**src/rtl/axi_chan_slice_if.sv**
```systemverilog
// ============================================================================
// axi_channel - AXI4 five-channel bundle with master/slave modports.
// Rev 1.0
// ============================================================================
`default_nettype none

interface axi_channel #(
  parameter int ID_W   = 4,
  parameter int ADDR_W = 32,
  parameter int DATA_W = 32,
  parameter int USER_W = 1
);
  logic [ID_W-1:0]     aw_id;
  logic [ADDR_W-1:0]   aw_addr;
  logic [7:0]          aw_len;
  logic [2:0]          aw_size;
  logic [1:0]          aw_burst;
  logic                aw_lock;
  logic [3:0]          aw_cache;
  logic [2:0]          aw_prot;
  logic [3:0]          aw_qos;
  logic [3:0]          aw_region;
  logic [USER_W-1:0]   aw_user;
  logic                aw_valid;
  logic                aw_ready;

  logic [DATA_W-1:0]   w_data;
  logic [DATA_W/8-1:0] w_strb;
  logic                w_last;
  logic [USER_W-1:0]   w_user;
  logic                w_valid;
  logic                w_ready;

  logic [ID_W-1:0]     b_id;
  logic [1:0]          b_resp;
  logic [USER_W-1:0]   b_user;
  logic                b_valid;
  logic                b_ready;

  logic [ID_W-1:0]     ar_id;
  logic [ADDR_W-1:0]   ar_addr;
  logic [7:0]          ar_len;
  logic [2:0]          ar_size;
  logic [1:0]          ar_burst;
  logic                ar_lock;
  logic [3:0]          ar_cache;
  logic [2:0]          ar_prot;
  logic [3:0]          ar_qos;
  logic [3:0]          ar_region;
  logic [USER_W-1:0]   ar_user;
  logic                ar_valid;
  logic                ar_ready;

  logic [ID_W-1:0]     r_id;
  logic [DATA_W-1:0]   r_data;
  logic [1:0]          r_resp;
  logic                r_last;
  logic [USER_W-1:0]   r_user;
  logic                r_valid;
  logic                r_ready;

  modport master (
    output aw_id, aw_addr, aw_len, aw_size, aw_burst, aw_lock, aw_cache, aw_prot,
           aw_qos, aw_region, aw_user, aw_valid,
    input  aw_ready,
    output w_data, w_strb, w_last, w_user, w_valid,
    input  w_ready,
    input  b_id, b_resp, b_user, b_valid,
    output b_ready,
    output ar_id, ar_addr, ar_len, ar_size, ar_burst, ar_lock, ar_cache, ar_prot,
           ar_qos, ar_region, ar_user, ar_valid,
    input  ar_ready,
    input  r_id, r_data, r_resp, r_last, r_user, r_valid,
    output r_ready
  );

  modport slave (
    input  aw_id, aw_addr, aw_len, aw_size, aw_burst, aw_lock, aw_cache, aw_prot,
           aw_qos, aw_region, aw_user, aw_valid,
    output aw_ready,
    input  w_data, w_strb, w_last, w_user, w_valid,
    output w_ready,
    output b_id, b_resp, b_user, b_valid,
    input  b_ready,
    input  ar_id, ar_addr, ar_len, ar_size, ar_burst, ar_lock, ar_cache, ar_prot,
           ar_qos, ar_region, ar_user, ar_valid,
    output ar_ready,
    output r_id, r_data, r_resp, r_last, r_user, r_valid,
    input  r_ready
  );
endinterface

`default_nettype wire

```
**src/rtl/axi_chan_slice.sv**
```systemverilog
// ============================================================================
// axi_chan_slice - AXI4 channel slice, per-channel bypass/forward/skid stage.
// Optional SVA protocol checks: define AXI_CHAN_SLICE_ASSERT_EN.  Rev 1.0
// ============================================================================
`default_nettype none

module axi_chan_slice_stage #(
  parameter int MODE = 2,
  parameter int W    = 1
) (
  input  logic         clk,
  input  logic         rst,
  input  logic         up_valid,
  output logic         up_ready,
  input  logic [W-1:0] up_data,
  output logic         dn_valid,
  input  logic         dn_ready,
  output logic [W-1:0] dn_data
);

  if (MODE == 0) begin : g_bypass
    logic unused_clk_rst;
    assign unused_clk_rst = clk ^ rst;
    assign dn_valid = up_valid;
    assign up_ready = dn_ready;
    assign dn_data  = up_data;
  end else if (MODE == 1) begin : g_fwd
    logic         vq_q, vq_d;
    logic [W-1:0] data_q, data_d;

    always_comb begin
      vq_d   = vq_q;
      data_d = data_q;
      if (up_valid && up_ready) begin
        vq_d   = 1'b1;
        data_d = up_data;
      end else if (dn_ready) begin
        vq_d = 1'b0;
      end
    end

    always_ff @(posedge clk or posedge rst) begin
      if (rst) begin
        vq_q   <= 1'b0;
        data_q <= '0;
      end else begin
        vq_q   <= vq_d;
        data_q <= data_d;
      end
    end

    assign up_ready = !vq_q || dn_ready;
    assign dn_valid = vq_q;
    assign dn_data  = data_q;
  end else begin : g_skid
    typedef enum logic [1:0] {EMPTY = 2'd0, ONE = 2'd1, TWO = 2'd2} state_t;
    state_t       state_q, state_d;
    logic [W-1:0] m_q, m_d, s_q, s_d;
    logic         rdy_q, rdy_d;
    logic         push, pop;

    assign push = up_valid && rdy_q;
    assign pop  = (state_q != EMPTY) && dn_ready;

    always_comb begin
      state_d = state_q;
      m_d     = m_q;
      s_d     = s_q;
      case (state_q)
        EMPTY: if (push) begin
          state_d = ONE;
          m_d     = up_data;
        end
        ONE: begin
          if (push && !pop) begin
            state_d = TWO;
            s_d     = up_data;
          end else if (push) begin
            m_d = up_data;
          end else if (pop) begin
            state_d = EMPTY;
          end
        end
        // ready is already low here, so only a pop can happen
        TWO: if (pop) begin
          state_d = ONE;
          m_d     = s_q;
        end
        default: state_d = EMPTY;
      endcase
      rdy_d = (state_d != TWO);
    end

    always_ff @(posedge clk or posedge rst) begin
      if (rst) begin
        state_q <= EMPTY;
        m_q     <= '0;
        s_q     <= '0;
        rdy_q   <= 1'b1;
      end else begin
        state_q <= state_d;
        m_q     <= m_d;
        s_q     <= s_d;
        rdy_q   <= rdy_d;
      end
    end

    assign up_ready = rdy_q;
    assign dn_valid = (state_q != EMPTY);
    assign dn_data  = m_q;

`ifdef AXI_CHAN_SLICE_ASSERT_EN
    a_occupancy: assert property (@(posedge clk) disable iff (rst)
      state_q inside {EMPTY, ONE, TWO});
`endif
  end

`ifdef AXI_CHAN_SLICE_ASSERT_EN
  a_up_hold: assert property (@(posedge clk) disable iff (rst)
    up_valid && !up_ready |=> up_valid);
  a_up_stable: assert property (@(posedge clk) disable iff (rst)
    up_valid && !up_ready |=> $stable(up_data));
  a_dn_hold: assert property (@(posedge clk) disable iff (rst)
    dn_valid && !dn_ready |=> dn_valid);
  a_dn_stable: assert property (@(posedge clk) disable iff (rst)
    dn_valid && !dn_ready |=> $stable(dn_data));
  a_no_x: assert property (@(posedge clk) disable iff (rst)
    !$isunknown({up_valid, up_ready, dn_valid, dn_ready}));
`endif

endmodule

module axi_chan_slice #(
  parameter int AW_MODE = 2,
  parameter int W_MODE  = 2,
  parameter int B_MODE  = 2,
  parameter int AR_MODE = 2,
  parameter int R_MODE  = 2
) (
  input  logic       clk,
  input  logic       rst,
  axi_channel.slave  master,
  axi_channel.master slave
);

  localparam int MID_W = $bits(master.aw_id);
  localparam int SID_W = $bits(slave.aw_id);
  localparam int AW_PW = SID_W + $bits(master.aw_addr) + 29 + $bits(master.aw_user);
  localparam int AR_PW = SID_W + $bits(master.ar_addr) + 29 + $bits(master.ar_user);
  localparam int W_PW  = $bits(master.w_data) + $bits(master.w_strb) + 1 + $bits(master.w_user);
  localparam int B_PW  = MID_W + 2 + $bits(master.b_user);
  localparam int R_PW  = MID_W + $bits(master.r_data) + 3 + $bits(master.r_user);

  if (AW_MODE < 0 || AW_MODE > 2 || W_MODE < 0 || W_MODE > 2 || B_MODE < 0 ||
      B_MODE > 2 || AR_MODE < 0 || AR_MODE > 2 || R_MODE < 0 || R_MODE > 2) begin : g_bad_mode
    $fatal(1, "axi_chan_slice: channel mode outside 0..2");
  end
  if (MID_W > SID_W) begin : g_bad_id
    $fatal(1, "axi_chan_slice: master ID width %0d exceeds slave ID width %0d", MID_W, SID_W);
  end
  if ($bits(master.aw_addr) != $bits(slave.aw_addr) || $bits(master.w_data) != $bits(slave.w_data) ||
      $bits(master.aw_user) != $bits(slave.aw_user) || $bits(master.w_user) != $bits(slave.w_user) ||
      $bits(master.b_user) != $bits(slave.b_user) || $bits(master.ar_user) != $bits(slave.ar_user) ||
      $bits(master.r_user) != $bits(slave.r_user)) begin : g_bad_width
    $fatal(1, "axi_chan_slice: addr/data/user width mismatch between sides");
  end

  logic [AW_PW-1:0] aw_up, aw_dn;
  logic [W_PW-1:0]  w_up, w_dn;
  logic [B_PW-1:0]  b_up, b_dn;
  logic [AR_PW-1:0] ar_up, ar_dn;
  logic [R_PW-1:0]  r_up, r_dn;
  logic             unused_id_hi;

  // IDs are resized before the stages so only the needed width is registered
  assign aw_up = {SID_W'(master.aw_id), master.aw_addr, master.aw_len, master.aw_size,
                  master.aw_burst, master.aw_lock, master.aw_cache, master.aw_prot,
                  master.aw_qos, master.aw_region, master.aw_user};
  assign {slave.aw_id, slave.aw_addr, slave.aw_len, slave.aw_size, slave.aw_burst,
          slave.aw_lock, slave.aw_cache, slave.aw_prot, slave.aw_qos, slave.aw_region,
          slave.aw_user} = aw_dn;

  assign w_up = {master.w_data, master.w_strb, master.w_last, master.w_user};
  assign {slave.w_data, slave.w_strb, slave.w_last, slave.w_user} = w_dn;

  assign b_up = {slave.b_id[MID_W-1:0], slave.b_resp, slave.b_user};
  assign {master.b_id, master.b_resp, master.b_user} = b_dn;

  assign ar_up = {SID_W'(master.ar_id), master.ar_addr, master.ar_len, master.ar_size,
                  master.ar_burst, master.ar_lock, master.ar_cache, master.ar_prot,
                  master.ar_qos, master.ar_region, master.ar_user};
  assign {slave.ar_id, slave.ar_addr, slave.ar_len, slave.ar_size, slave.ar_burst,
          slave.ar_lock, slave.ar_cache, slave.ar_prot, slave.ar_qos, slave.ar_region,
          slave.ar_user} = ar_dn;

  assign r_up = {slave.r_id[MID_W-1:0], slave.r_data, slave.r_resp, slave.r_last, slave.r_user};
  assign {master.r_id, master.r_data, master.r_resp, master.r_last, master.r_user} = r_dn;

  assign unused_id_hi = ^{slave.b_id, slave.r_id};

  axi_chan_slice_stage #(.MODE(AW_MODE), .W(AW_PW)) u_aw (
    .clk(clk), .rst(rst),
    .up_valid(master.aw_valid), .up_ready(master.aw_ready), .up_data(aw_up),
    .dn_valid(slave.aw_valid),  .dn_ready(slave.aw_ready),  .dn_data(aw_dn));

  axi_chan_slice_stage #(.MODE(W_MODE), .W(W_PW)) u_w (
    .clk(clk), .rst(rst),
    .up_valid(master.w_valid), .up_ready(master.w_ready), .up_data(w_up),
    .dn_valid(slave.w_valid),  .dn_ready(slave.w_ready),  .dn_data(w_dn));

  axi_chan_slice_stage #(.MODE(B_MODE), .W(B_PW)) u_b (
    .clk(clk), .rst(rst),
    .up_valid(slave.b_valid),  .up_ready(slave.b_ready),  .up_data(b_up),
    .dn_valid(master.b_valid), .dn_ready(master.b_ready), .dn_data(b_dn));

  axi_chan_slice_stage #(.MODE(AR_MODE), .W(AR_PW)) u_ar (
    .clk(clk), .rst(rst),
    .up_valid(master.ar_valid), .up_ready(master.ar_ready), .up_data(ar_up),
    .dn_valid(slave.ar_valid),  .dn_ready(slave.ar_ready),  .dn_data(ar_dn));

  axi_chan_slice_stage #(.MODE(R_MODE), .W(R_PW)) u_r (
    .clk(clk), .rst(rst),
    .up_valid(slave.r_valid),  .up_ready(slave.r_ready),  .up_data(r_up),
    .dn_valid(master.r_valid), .dn_ready(master.r_ready), .dn_data(r_dn));

endmodule

`default_nettype wire

```
**src/flat_wrapper.sv**
```systemverilog
// flat-port wrapper written by rule: the top's interface ports become plain ports
module axi_chan_slice_flat 
#(
  parameter int AW_MODE = 2,
  parameter int W_MODE  = 2,
  parameter int B_MODE  = 2,
  parameter int AR_MODE = 2,
  parameter int R_MODE  = 2
)
  (clk, rst, master_aw_id, master_aw_addr, master_aw_len, master_aw_size, master_aw_burst, master_aw_lock, master_aw_cache, master_aw_prot, master_aw_qos, master_aw_region, master_aw_user, master_aw_valid, master_aw_ready, master_w_data, master_w_strb, master_w_last, master_w_user, master_w_valid, master_w_ready, master_b_id, master_b_resp, master_b_user, master_b_valid, master_b_ready, master_ar_id, master_ar_addr, master_ar_len, master_ar_size, master_ar_burst, master_ar_lock, master_ar_cache, master_ar_prot, master_ar_qos, master_ar_region, master_ar_user, master_ar_valid, master_ar_ready, master_r_id, master_r_data, master_r_resp, master_r_last, master_r_user, master_r_valid, master_r_ready, slave_aw_id, slave_aw_addr, slave_aw_len, slave_aw_size, slave_aw_burst, slave_aw_lock, slave_aw_cache, slave_aw_prot, slave_aw_qos, slave_aw_region, slave_aw_user, slave_aw_valid, slave_aw_ready, slave_w_data, slave_w_strb, slave_w_last, slave_w_user, slave_w_valid, slave_w_ready, slave_b_id, slave_b_resp, slave_b_user, slave_b_valid, slave_b_ready, slave_ar_id, slave_ar_addr, slave_ar_len, slave_ar_size, slave_ar_burst, slave_ar_lock, slave_ar_cache, slave_ar_prot, slave_ar_qos, slave_ar_region, slave_ar_user, slave_ar_valid, slave_ar_ready, slave_r_id, slave_r_data, slave_r_resp, slave_r_last, slave_r_user, slave_r_valid, slave_r_ready);
  axi_channel #(.ID_W(4), .ADDR_W(16), .DATA_W(16), .USER_W(2)) master_i ();
  axi_channel #(.ID_W(6), .ADDR_W(16), .DATA_W(16), .USER_W(2)) slave_i ();
  input  logic clk;
  input  logic rst;
  input wire logic [$bits(master_i.aw_id)-1:0] master_aw_id;
  input wire logic [$bits(master_i.aw_addr)-1:0] master_aw_addr;
  input wire logic [$bits(master_i.aw_len)-1:0] master_aw_len;
  input wire logic [$bits(master_i.aw_size)-1:0] master_aw_size;
  input wire logic [$bits(master_i.aw_burst)-1:0] master_aw_burst;
  input wire logic [$bits(master_i.aw_lock)-1:0] master_aw_lock;
  input wire logic [$bits(master_i.aw_cache)-1:0] master_aw_cache;
  input wire logic [$bits(master_i.aw_prot)-1:0] master_aw_prot;
  input wire logic [$bits(master_i.aw_qos)-1:0] master_aw_qos;
  input wire logic [$bits(master_i.aw_region)-1:0] master_aw_region;
  input wire logic [$bits(master_i.aw_user)-1:0] master_aw_user;
  input wire logic [$bits(master_i.aw_valid)-1:0] master_aw_valid;
  output wire logic [$bits(master_i.aw_ready)-1:0] master_aw_ready;
  input wire logic [$bits(master_i.w_data)-1:0] master_w_data;
  input wire logic [$bits(master_i.w_strb)-1:0] master_w_strb;
  input wire logic [$bits(master_i.w_last)-1:0] master_w_last;
  input wire logic [$bits(master_i.w_user)-1:0] master_w_user;
  input wire logic [$bits(master_i.w_valid)-1:0] master_w_valid;
  output wire logic [$bits(master_i.w_ready)-1:0] master_w_ready;
  output wire logic [$bits(master_i.b_id)-1:0] master_b_id;
  output wire logic [$bits(master_i.b_resp)-1:0] master_b_resp;
  output wire logic [$bits(master_i.b_user)-1:0] master_b_user;
  output wire logic [$bits(master_i.b_valid)-1:0] master_b_valid;
  input wire logic [$bits(master_i.b_ready)-1:0] master_b_ready;
  input wire logic [$bits(master_i.ar_id)-1:0] master_ar_id;
  input wire logic [$bits(master_i.ar_addr)-1:0] master_ar_addr;
  input wire logic [$bits(master_i.ar_len)-1:0] master_ar_len;
  input wire logic [$bits(master_i.ar_size)-1:0] master_ar_size;
  input wire logic [$bits(master_i.ar_burst)-1:0] master_ar_burst;
  input wire logic [$bits(master_i.ar_lock)-1:0] master_ar_lock;
  input wire logic [$bits(master_i.ar_cache)-1:0] master_ar_cache;
  input wire logic [$bits(master_i.ar_prot)-1:0] master_ar_prot;
  input wire logic [$bits(master_i.ar_qos)-1:0] master_ar_qos;
  input wire logic [$bits(master_i.ar_region)-1:0] master_ar_region;
  input wire logic [$bits(master_i.ar_user)-1:0] master_ar_user;
  input wire logic [$bits(master_i.ar_valid)-1:0] master_ar_valid;
  output wire logic [$bits(master_i.ar_ready)-1:0] master_ar_ready;
  output wire logic [$bits(master_i.r_id)-1:0] master_r_id;
  output wire logic [$bits(master_i.r_data)-1:0] master_r_data;
  output wire logic [$bits(master_i.r_resp)-1:0] master_r_resp;
  output wire logic [$bits(master_i.r_last)-1:0] master_r_last;
  output wire logic [$bits(master_i.r_user)-1:0] master_r_user;
  output wire logic [$bits(master_i.r_valid)-1:0] master_r_valid;
  input wire logic [$bits(master_i.r_ready)-1:0] master_r_ready;
  output wire logic [$bits(slave_i.aw_id)-1:0] slave_aw_id;
  output wire logic [$bits(slave_i.aw_addr)-1:0] slave_aw_addr;
  output wire logic [$bits(slave_i.aw_len)-1:0] slave_aw_len;
  output wire logic [$bits(slave_i.aw_size)-1:0] slave_aw_size;
  output wire logic [$bits(slave_i.aw_burst)-1:0] slave_aw_burst;
  output wire logic [$bits(slave_i.aw_lock)-1:0] slave_aw_lock;
  output wire logic [$bits(slave_i.aw_cache)-1:0] slave_aw_cache;
  output wire logic [$bits(slave_i.aw_prot)-1:0] slave_aw_prot;
  output wire logic [$bits(slave_i.aw_qos)-1:0] slave_aw_qos;
  output wire logic [$bits(slave_i.aw_region)-1:0] slave_aw_region;
  output wire logic [$bits(slave_i.aw_user)-1:0] slave_aw_user;
  output wire logic [$bits(slave_i.aw_valid)-1:0] slave_aw_valid;
  input wire logic [$bits(slave_i.aw_ready)-1:0] slave_aw_ready;
  output wire logic [$bits(slave_i.w_data)-1:0] slave_w_data;
  output wire logic [$bits(slave_i.w_strb)-1:0] slave_w_strb;
  output wire logic [$bits(slave_i.w_last)-1:0] slave_w_last;
  output wire logic [$bits(slave_i.w_user)-1:0] slave_w_user;
  output wire logic [$bits(slave_i.w_valid)-1:0] slave_w_valid;
  input wire logic [$bits(slave_i.w_ready)-1:0] slave_w_ready;
  input wire logic [$bits(slave_i.b_id)-1:0] slave_b_id;
  input wire logic [$bits(slave_i.b_resp)-1:0] slave_b_resp;
  input wire logic [$bits(slave_i.b_user)-1:0] slave_b_user;
  input wire logic [$bits(slave_i.b_valid)-1:0] slave_b_valid;
  output wire logic [$bits(slave_i.b_ready)-1:0] slave_b_ready;
  output wire logic [$bits(slave_i.ar_id)-1:0] slave_ar_id;
  output wire logic [$bits(slave_i.ar_addr)-1:0] slave_ar_addr;
  output wire logic [$bits(slave_i.ar_len)-1:0] slave_ar_len;
  output wire logic [$bits(slave_i.ar_size)-1:0] slave_ar_size;
  output wire logic [$bits(slave_i.ar_burst)-1:0] slave_ar_burst;
  output wire logic [$bits(slave_i.ar_lock)-1:0] slave_ar_lock;
  output wire logic [$bits(slave_i.ar_cache)-1:0] slave_ar_cache;
  output wire logic [$bits(slave_i.ar_prot)-1:0] slave_ar_prot;
  output wire logic [$bits(slave_i.ar_qos)-1:0] slave_ar_qos;
  output wire logic [$bits(slave_i.ar_region)-1:0] slave_ar_region;
  output wire logic [$bits(slave_i.ar_user)-1:0] slave_ar_user;
  output wire logic [$bits(slave_i.ar_valid)-1:0] slave_ar_valid;
  input wire logic [$bits(slave_i.ar_ready)-1:0] slave_ar_ready;
  input wire logic [$bits(slave_i.r_id)-1:0] slave_r_id;
  input wire logic [$bits(slave_i.r_data)-1:0] slave_r_data;
  input wire logic [$bits(slave_i.r_resp)-1:0] slave_r_resp;
  input wire logic [$bits(slave_i.r_last)-1:0] slave_r_last;
  input wire logic [$bits(slave_i.r_user)-1:0] slave_r_user;
  input wire logic [$bits(slave_i.r_valid)-1:0] slave_r_valid;
  output wire logic [$bits(slave_i.r_ready)-1:0] slave_r_ready;
  assign master_i.aw_id = master_aw_id;
  assign master_i.aw_addr = master_aw_addr;
  assign master_i.aw_len = master_aw_len;
  assign master_i.aw_size = master_aw_size;
  assign master_i.aw_burst = master_aw_burst;
  assign master_i.aw_lock = master_aw_lock;
  assign master_i.aw_cache = master_aw_cache;
  assign master_i.aw_prot = master_aw_prot;
  assign master_i.aw_qos = master_aw_qos;
  assign master_i.aw_region = master_aw_region;
  assign master_i.aw_user = master_aw_user;
  assign master_i.aw_valid = master_aw_valid;
  assign master_aw_ready = master_i.aw_ready;
  assign master_i.w_data = master_w_data;
  assign master_i.w_strb = master_w_strb;
  assign master_i.w_last = master_w_last;
  assign master_i.w_user = master_w_user;
  assign master_i.w_valid = master_w_valid;
  assign master_w_ready = master_i.w_ready;
  assign master_b_id = master_i.b_id;
  assign master_b_resp = master_i.b_resp;
  assign master_b_user = master_i.b_user;
  assign master_b_valid = master_i.b_valid;
  assign master_i.b_ready = master_b_ready;
  assign master_i.ar_id = master_ar_id;
  assign master_i.ar_addr = master_ar_addr;
  assign master_i.ar_len = master_ar_len;
  assign master_i.ar_size = master_ar_size;
  assign master_i.ar_burst = master_ar_burst;
  assign master_i.ar_lock = master_ar_lock;
  assign master_i.ar_cache = master_ar_cache;
  assign master_i.ar_prot = master_ar_prot;
  assign master_i.ar_qos = master_ar_qos;
  assign master_i.ar_region = master_ar_region;
  assign master_i.ar_user = master_ar_user;
  assign master_i.ar_valid = master_ar_valid;
  assign master_ar_ready = master_i.ar_ready;
  assign master_r_id = master_i.r_id;
  assign master_r_data = master_i.r_data;
  assign master_r_resp = master_i.r_resp;
  assign master_r_last = master_i.r_last;
  assign master_r_user = master_i.r_user;
  assign master_r_valid = master_i.r_valid;
  assign master_i.r_ready = master_r_ready;
  assign slave_aw_id = slave_i.aw_id;
  assign slave_aw_addr = slave_i.aw_addr;
  assign slave_aw_len = slave_i.aw_len;
  assign slave_aw_size = slave_i.aw_size;
  assign slave_aw_burst = slave_i.aw_burst;
  assign slave_aw_lock = slave_i.aw_lock;
  assign slave_aw_cache = slave_i.aw_cache;
  assign slave_aw_prot = slave_i.aw_prot;
  assign slave_aw_qos = slave_i.aw_qos;
  assign slave_aw_region = slave_i.aw_region;
  assign slave_aw_user = slave_i.aw_user;
  assign slave_aw_valid = slave_i.aw_valid;
  assign slave_i.aw_ready = slave_aw_ready;
  assign slave_w_data = slave_i.w_data;
  assign slave_w_strb = slave_i.w_strb;
  assign slave_w_last = slave_i.w_last;
  assign slave_w_user = slave_i.w_user;
  assign slave_w_valid = slave_i.w_valid;
  assign slave_i.w_ready = slave_w_ready;
  assign slave_i.b_id = slave_b_id;
  assign slave_i.b_resp = slave_b_resp;
  assign slave_i.b_user = slave_b_user;
  assign slave_i.b_valid = slave_b_valid;
  assign slave_b_ready = slave_i.b_ready;
  assign slave_ar_id = slave_i.ar_id;
  assign slave_ar_addr = slave_i.ar_addr;
  assign slave_ar_len = slave_i.ar_len;
  assign slave_ar_size = slave_i.ar_size;
  assign slave_ar_burst = slave_i.ar_burst;
  assign slave_ar_lock = slave_i.ar_lock;
  assign slave_ar_cache = slave_i.ar_cache;
  assign slave_ar_prot = slave_i.ar_prot;
  assign slave_ar_qos = slave_i.ar_qos;
  assign slave_ar_region = slave_i.ar_region;
  assign slave_ar_user = slave_i.ar_user;
  assign slave_ar_valid = slave_i.ar_valid;
  assign slave_i.ar_ready = slave_ar_ready;
  assign slave_i.r_id = slave_r_id;
  assign slave_i.r_data = slave_r_data;
  assign slave_i.r_resp = slave_r_resp;
  assign slave_i.r_last = slave_r_last;
  assign slave_i.r_user = slave_r_user;
  assign slave_i.r_valid = slave_r_valid;
  assign slave_r_ready = slave_i.r_ready;
  axi_chan_slice #(.AW_MODE(AW_MODE), .W_MODE(W_MODE), .B_MODE(B_MODE), .AR_MODE(AR_MODE), .R_MODE(R_MODE)) u_core (.clk(clk), .rst(rst), .master(master_i), .slave(slave_i));
endmodule
```
**config.mk**
```make
export PLATFORM = sky130hd
export DESIGN_NAME = axi_chan_slice_flat
export DESIGN_NICKNAME = d
export VERILOG_FILES = /design/src/rtl/axi_chan_slice_if.sv /design/src/rtl/axi_chan_slice.sv /design/src/flat_wrapper.sv
export SDC_FILE = /design/constraint.sdc
export NUM_CORES = 1
export LEC_CHECK = 0
export ABC_AREA = 1
export BUFFER_PORTS_ARGS = -buffer_cell sky130_fd_sc_hd__buf_2
export CORE_MARGIN = 5
export CORE_UTILIZATION = 40
export CTS_CLUSTER_SIZE = 12
export DETAILED_ROUTE_END_ITERATION = 12
export GPL_TIMING_DRIVEN = 0
export HOLD_SLACK_MARGIN = 0.03
export MAX_ROUTING_LAYER = met4
export SYNTH_ARGS = -nofsm -noshare
export SYNTH_HDL_FRONTEND = slang
export SYNTH_SLANG_ARGS = --single-unit
```
**constraint.sdc**
```tcl
create_clock -name clk -period 24.2 [get_ports clk]
set_clock_uncertainty 0.15 [all_clocks]
set_input_delay 4.84 -clock clk [delete_from_list [all_inputs] [get_ports clk]]
set_output_delay 4.84 -clock clk [all_outputs]
set_load 0.03 [all_outputs]
```
==> results of run 1 <==
==> logic make-up (layout without fill, tap and decap cells) <==
| family | after synthesis | in the layout | synth area share [%] |
|---|---|---|---|
| buffers and inverters | 152 | 557 | 5.07 |
| AND/OR/NAND/NOR | 1466 | 1466 | 40.2 |
| flip-flops | 327 | 327 | 54.4 |
| AO/OA/AOI/OAI | 9 | 9 | 0.299 |
| other | 1 | 14 | 0.0249 |
==> through the flow <==
step,util (%),std cells,hold WS [ps],cell area [um2],worst slack (ps)
floorplan,-,1958,292,15100,10160
global placement,46.4,2802,304,17400,6090
detailed placement,46.6,2804,308,17400,17880
CTS,50.2,2874,322,18800,17740
global route,50.2,2883,336,18800,17700
finish,50.2,2884,320,18800,17780
==> cells in the mapped netlist, types with 2 or more instances <==
master	n	area (um2)
inv_2	12	45.0
buf_2	60	300
dfstp_2	5	131
nand2_2	14	87.6
buf_6	8	90.1
buf_4	15	113
nand3_1	372	1860
a21oi_1	3	15.0
o21ai_0	6	30.0
nor2_2	5	31.3
nor2_1	10	37.5
nand3_2	2	20.0
clkbuf_1	33	124
nand2_1	1061	3980
dfrtp_1	322	8060
inv_1	16	60.1
buf_1	8	30.0
==> power by group <==
| group | leakage, nW | internal [mW] | switching (mW) |
|---|---|---|---|
| combinational | 6.05 | 0.317 | 0.783 |
| clock | 0.659 | 0.378 | 0.230 |
| sequential | 4.06 | 0.805 | 0.136 |
| total | 10.8 | 1.50 | 1.15 |
==> sequential cells by signal, indices dropped and copies added (netlist names) <==
name / flops
u_core.u_b.g_skid.s_q: 8
u_core.u_ar.g_skid.s_q: 51
u_core.u_b.g_skid.state_q: 2
u_core.u_b.up_ready: 1
u_core.u_r.g_skid.s_q: 25
u_core.u_aw.up_ready: 1
u_core.u_ar.dn_data: 51
u_core.u_r.dn_data: 25
u_core.u_ar.g_skid.state_q: 2
u_core.u_aw.dn_data: 51
u_core.u_b.dn_data: 8
u_core.u_w.g_skid.s_q: 21
u_core.u_w.up_ready: 1
u_core.u_r.g_skid.state_q: 2
u_core.u_aw.g_skid.state_q: 2
u_core.u_aw.g_skid.s_q: 51
u_core.u_ar.up_ready: 1
u_core.u_w.g_skid.state_q: 2
u_core.u_w.dn_data: 21
u_core.u_r.up_ready: 1
==> cell type report <==
type	instances	share of cell area, %
Sequential cell	327	43.6
Multi-Input combinational cell	1479	32.5
Timing Repair Buffer	335	9.16
Clock buffer	64	6.56
Buffer	124	3.50
Tap cell	511	3.40
Inverter	28	0.599
Clock inverter	6	0.559
Antenna cell	10	0.133
==> layer usage <==
metal / GRT usage, % / routed length, um / vias to the layer above
met5: - / 0 / -
met4: 6.19 / 1040 / 0
met3: 4.71 / 3320 / 71
met2: 32.1 / 19800 / 436
met1: 30.0 / 20100 / 6538
li1: - / - / 6942
==> path summary, 6_finish.rpt <==
kind                                                   startpoint                                     end  slack [ps]  cells after the start
max                        u_core.u_r.g_skid.state_q[1]$_DFF_PP0_                          master_r_valid       17780                      4
min                        u_core.u_ar.g_skid.s_q[23]$_DFFE_PP0P_  u_core.u_ar.g_skid.s_q[23]$_DFFE_PP0P_         320                      2
max reg2reg                        u_core.u_ar.up_ready$_DFF_PP1_     u_core.u_ar.dn_data[39]$_DFFE_PP0P_       22340                      7
min reg2reg                u_core.u_ar.g_skid.s_q[23]$_DFFE_PP0P_  u_core.u_ar.g_skid.s_q[23]$_DFFE_PP0P_         320                      2
max in group asynchronous                                     rst     u_core.u_aw.dn_data[43]$_DFFE_PP0P_       18500                      3
min in group asynchronous                                     rst      u_core.u_r.dn_data[10]$_DFFE_PP0P_        4330                      2
==> layout by cell type, fill, tap and decap left out, drive strengths merged <==
cell type | synthesis | layout
dfstp | 5 | 5
clkbuf | 33 | 97
clkinv | 0 | 3
diode | 0 | 10
nand2 | 1076 | 1076
a21oi | 3 | 3
conb | 1 | 4
nor2 | 16 | 16
buf | 91 | 426
dfrtp | 322 | 322
inv | 28 | 28
o21ai | 6 | 6
bufinv | 0 | 3
nand3 | 374 | 374
==> critical path, stage by stage, from the launching register on <==
cell and delay, ps:
dfrtp_1 360, buf_4 180, nor2_1 110, inv_1 70
buf_2 180
==> results.yml, run 1 <==
outcome:
  status: "completed"
cts:
  cts_max_level: 2
  worstSkewPairLatency_ps: 540
  cts-resized-gates: 0
  holdBufCountCts: 0
  cts_buffers: 39
  path_clk_slew_ps: 60
  post-cts-setup-buffers: 0
  cts_tree: "yes"
  cts_root_buffer: "clkbuf_16"
  clock_path_buffers: 3
  clock-sinks: 327
cells_and_area:
  area.sequential_um2: 8190
  area_growth_pct: 24.9
  multiInputGateArea_um2: 6100
  fin_nets: 2506
  drive_above_1_share_pct: 21.9
  fillers: 3720
route:
  dr.pass1.iters: 5
  drt_iter0_drc: 1021
  dr_total_vias: 14000
  avgViaCountPerCell: 4.85
  routedWlPerCell_um: 15.3
  drc: 0
  totalWireLength_um: 44300
  ant_nets: 0
global_routing:
  grt_pass1_vias: 13500
  grt_pass1_wl_um: 71800
  antenna_found_initial: 9
  overflow: 0
  grt_max_degree: 119
  grtUsageTotal_pct: 21.6
sta:
  finalCriticalPeriod_ps: 6420
  maxClockFrequency_mhz: 156
  rsz0062_at_grt: "false"
  finalHoldViolCount: 0
  period_share_pct: 26.5
  relSlewSlack_pct: 45.3
  slew_viol_final: 0
  finalSetupViolCount: 0
  tightest_slew_ps: 821
  setup-tns-final_ps: 0
critical_path:
  start_kind: "flip-flop"
  worst-endpoint-arrival_ps: 1430
  required_ps: 19210
  cp_max_fo: 10
  cp-end-kind: "output port"
  critical_path_class: "flip-flop to output port"
logic_synthesis:
  ys.flop_type: "dfrtp_1"
  ys_async_sr_fraction_pct: 100
  synth_edf_count: 0
  ys_seq_area_share_pct: 54.4
  netlist_area_um2: 15000
  netlist_instances: 1955
  synth_area_per_cell_um2: 7.69
  ys_ff_latch: 327
  synth.distinct_cells: 20
  ys_warn_count: 0
die:
  die_w_um: 204
  die_height_um: 204
  placementRows: 71
  ios: 342
  floorplan.initialDensity_pct: 40.2
  core_area_um2: 37400
  dieArea_um2: 41600
run:
  maxCapViolations: 0
power_and_ir_drop:
  p_leak_nw: 10.8
  power.total_mw: 2.65
  power_density_nw_per_um2: 141
  vdd_drop_max_mv: 0.0755
placement:
  port-buffer-count: 333
  hpwl_um: 31100
  gp_congestion: 0.864
worst_hold_path:
  hold_path_class: "flip-flop to flip-flop"
(Power assumes the default switching activity.)
==> run 2, diff against run 1 <==
Clock period 24.2 ns to 6.2 ns, I/O delays scaled along.
==> run 2 against run 1 <==
Sequential share of layout area shrank 0.16 points. Die area did not move. Highest routed layer unchanged. Register-to-register slack got worse by 18000 ps. Final cell count increased by 0.38%. Routed wire length up 0.71%. Via count grew 0.53%. First-iteration DRC count fell by 17%. Total power rose to 3.9 times the previous value. Combinational power rose to 3.9 times the previous value. Critical path type unchanged.
==> results.yml, run 2 (synthesized netlist as in run 1, its figures left out) <==
cts:
  cts_tree: "yes"
  post-cts-setup-buffers: 0
  cts_max_level: 2
  cts_root_buffer: "clkbuf_16"
  holdBufCountCts: 0
  clock_path_buffers: 3
  cts-resized-gates: 0
  clock-sinks: 327
  worstSkewPairLatency_ps: 540
  cts_buffers: 39
  path_clk_slew_ps: 60
placement:
  dpl-instance-area_um2: 17500
  gp_congestion: 0.877
  pre_cts_ws_ps: 3460
  hpwl_um: 32300
  port-buffer-count: 333
run:
  maxCapViolations: 0
worst_hold_path:
  hold_path_class: "flip-flop to flip-flop"
  min_to: "u_core.u_ar.g_skid.s_q[36]$_DFFE_PP0P_"
  min_path_cells: 2
  min_from: "u_core.u_ar.g_skid.s_q[36]$_DFFE_PP0P_"
route:
  ant_nets: 0
  routedWlPerCell_um: 15.4
  avgViaCountPerCell: 4.86
  dr.pass1.iters: 5
  totalWireLength_um: 44600
  drc: 0
  dr_total_vias: 14100
  drt_iter0_drc: 850
cells_and_area:
  drive_above_1_share_pct: 22.1
  final_util_pct: 50.4
  area_growth_pct: 25.3
  layout_commonest_cell: "nand2_1"
  multiInputGateArea_um2: 6100
  fin_nets: 2513
  final_area_um2: 18900
  fillers: 3711
  layout_common_cells: "1,061 x nand2_1, 393 x buf_2, 372 x nand3_1"
  area.sequential_um2: 8190
critical_path:
  required_ps: 4810
  start_kind: "flip-flop"
  worst-endpoint-arrival_ps: 1420
  r2r-end: "u_core.u_ar.g_skid.s_q[26]$_DFFE_PP0P_"
  r2r_slack_ps: 4300
  r2r_start: "u_core.u_ar.up_ready$_DFF_PP1_"
  cp_max_fo: 10
  cp-end-kind: "output port"
  reg2reg_depth: 6
  critical_path_class: "flip-flop to output port"
die:
  placementRows: 71
  core_area_um2: 37400
  ios: 342
  dieArea_um2: 41600
  die_height_um: 204
  floorplan.initialDensity_pct: 40.2
  die_w_um: 204
sta:
  maxClockFrequency_mhz: 355
  slew_viol_final: 0
  period_share_pct: 45.4
  finalCriticalPeriod_ps: 2810
  rsz0062_at_grt: "false"
  relSlewSlack_pct: 54.6
  fin_ws_ps: 3390
  finalHoldViolCount: 0
  tightest_slew_ps: 679
  finalSetupViolCount: 0
global_routing:
  grtUsageTotal_pct: 21.9
  overflow: 0
  grt_max_degree: 40
  antenna_found_initial: 13
  grt_pass1_wl_um: 72500
  grt_pass1_vias: 13600
power_and_ir_drop:
  power.total_mw: 10.3
  vdd_drop_max_mv: 0.312
  p_leak_nw: 10.8
  power_density_nw_per_um2: 545
outcome:
  status: "completed"
[run 2: cell types whose count changed in the layout (fill, tap and decap cells not counted)]
cell,delta
buf_12,+9
clkbuf_8,-4
diode_2,+4
clkinv_2,+3
buf_16,-2
clkbuf_1,+2
bufinv_16,-1
clkinvlp_4,+1
inv_8,-1
[run 2: per-stage QoR]
stage	std cells	hold slack, ps	setup TNS, ps
global placement	2802	303	-534360
detailed placement	2811	309	0
global route	2894	339	0
finish	2895	318	0
floorplan	1958	292	0
CTS	2881	323	0
[run 2: worst max-delay path, stage by stage, from the launching register on]
cell,delay (ps)
dfrtp_1,350
buf_4,170
nor2_1,110
inv_1,70
buf_2,180
[run 2: per-layer routing]
layer	global-route usage, %	part of all wire [%]	vias up
met4	6.96	2.6	0
li1	-	-	6976
met5	-	0	-
met1	28.8	44	6588
met2	33.1	45	420
met3	5.97	8.0	77
[run 2: how the worst max path moves through the flow]
stage                                           to  slack, ps                              startpoint  depth (start not counted)
5_1_grt                             master_r_valid       3300  u_core.u_r.g_skid.state_q[1]$_DFF_PP0_                          4
3_3_place_gp   u_core.u_ar.dn_data[40]$_DFFE_PP0P_      -1690                                     rst                          2
2_1_floorplan   u_core.u_ar.dn_data[0]$_DFFE_PP0P_        450                                     rst                          1
4_1_cts                             master_r_valid       3350  u_core.u_r.g_skid.state_q[1]$_DFF_PP0_                          4
6_report                            master_r_valid       3390  u_core.u_r.g_skid.state_q[1]$_DFF_PP0_                          4
3_5_place_dp        u_core.u_ar.up_ready$_DFF_PP1_       3460                                     rst                          5
[run 2: power by group]
group / internal (mW) / switching [mW] / total (mW) / leakage [nW]
clock network: 1.39 / 0.901 / 2.29 / 0.630
logic: 1.25 / 3.06 / 4.30 / 6.11
registers: 3.14 / 0.532 / 3.67 / 4.06
total: 5.78 / 4.49 / 10.3 / 10.8
[run 2: final cells by class]
type	count	area share [%]
sequential	327	43.4
multi-input combinational	1479	32.4
timing repair buffer	342	9.79
clock buffer	62	6.28
buffer	124	3.48
tap	511	3.39
inverter	28	0.577
clock inverter	8	0.478
antenna	14	0.186
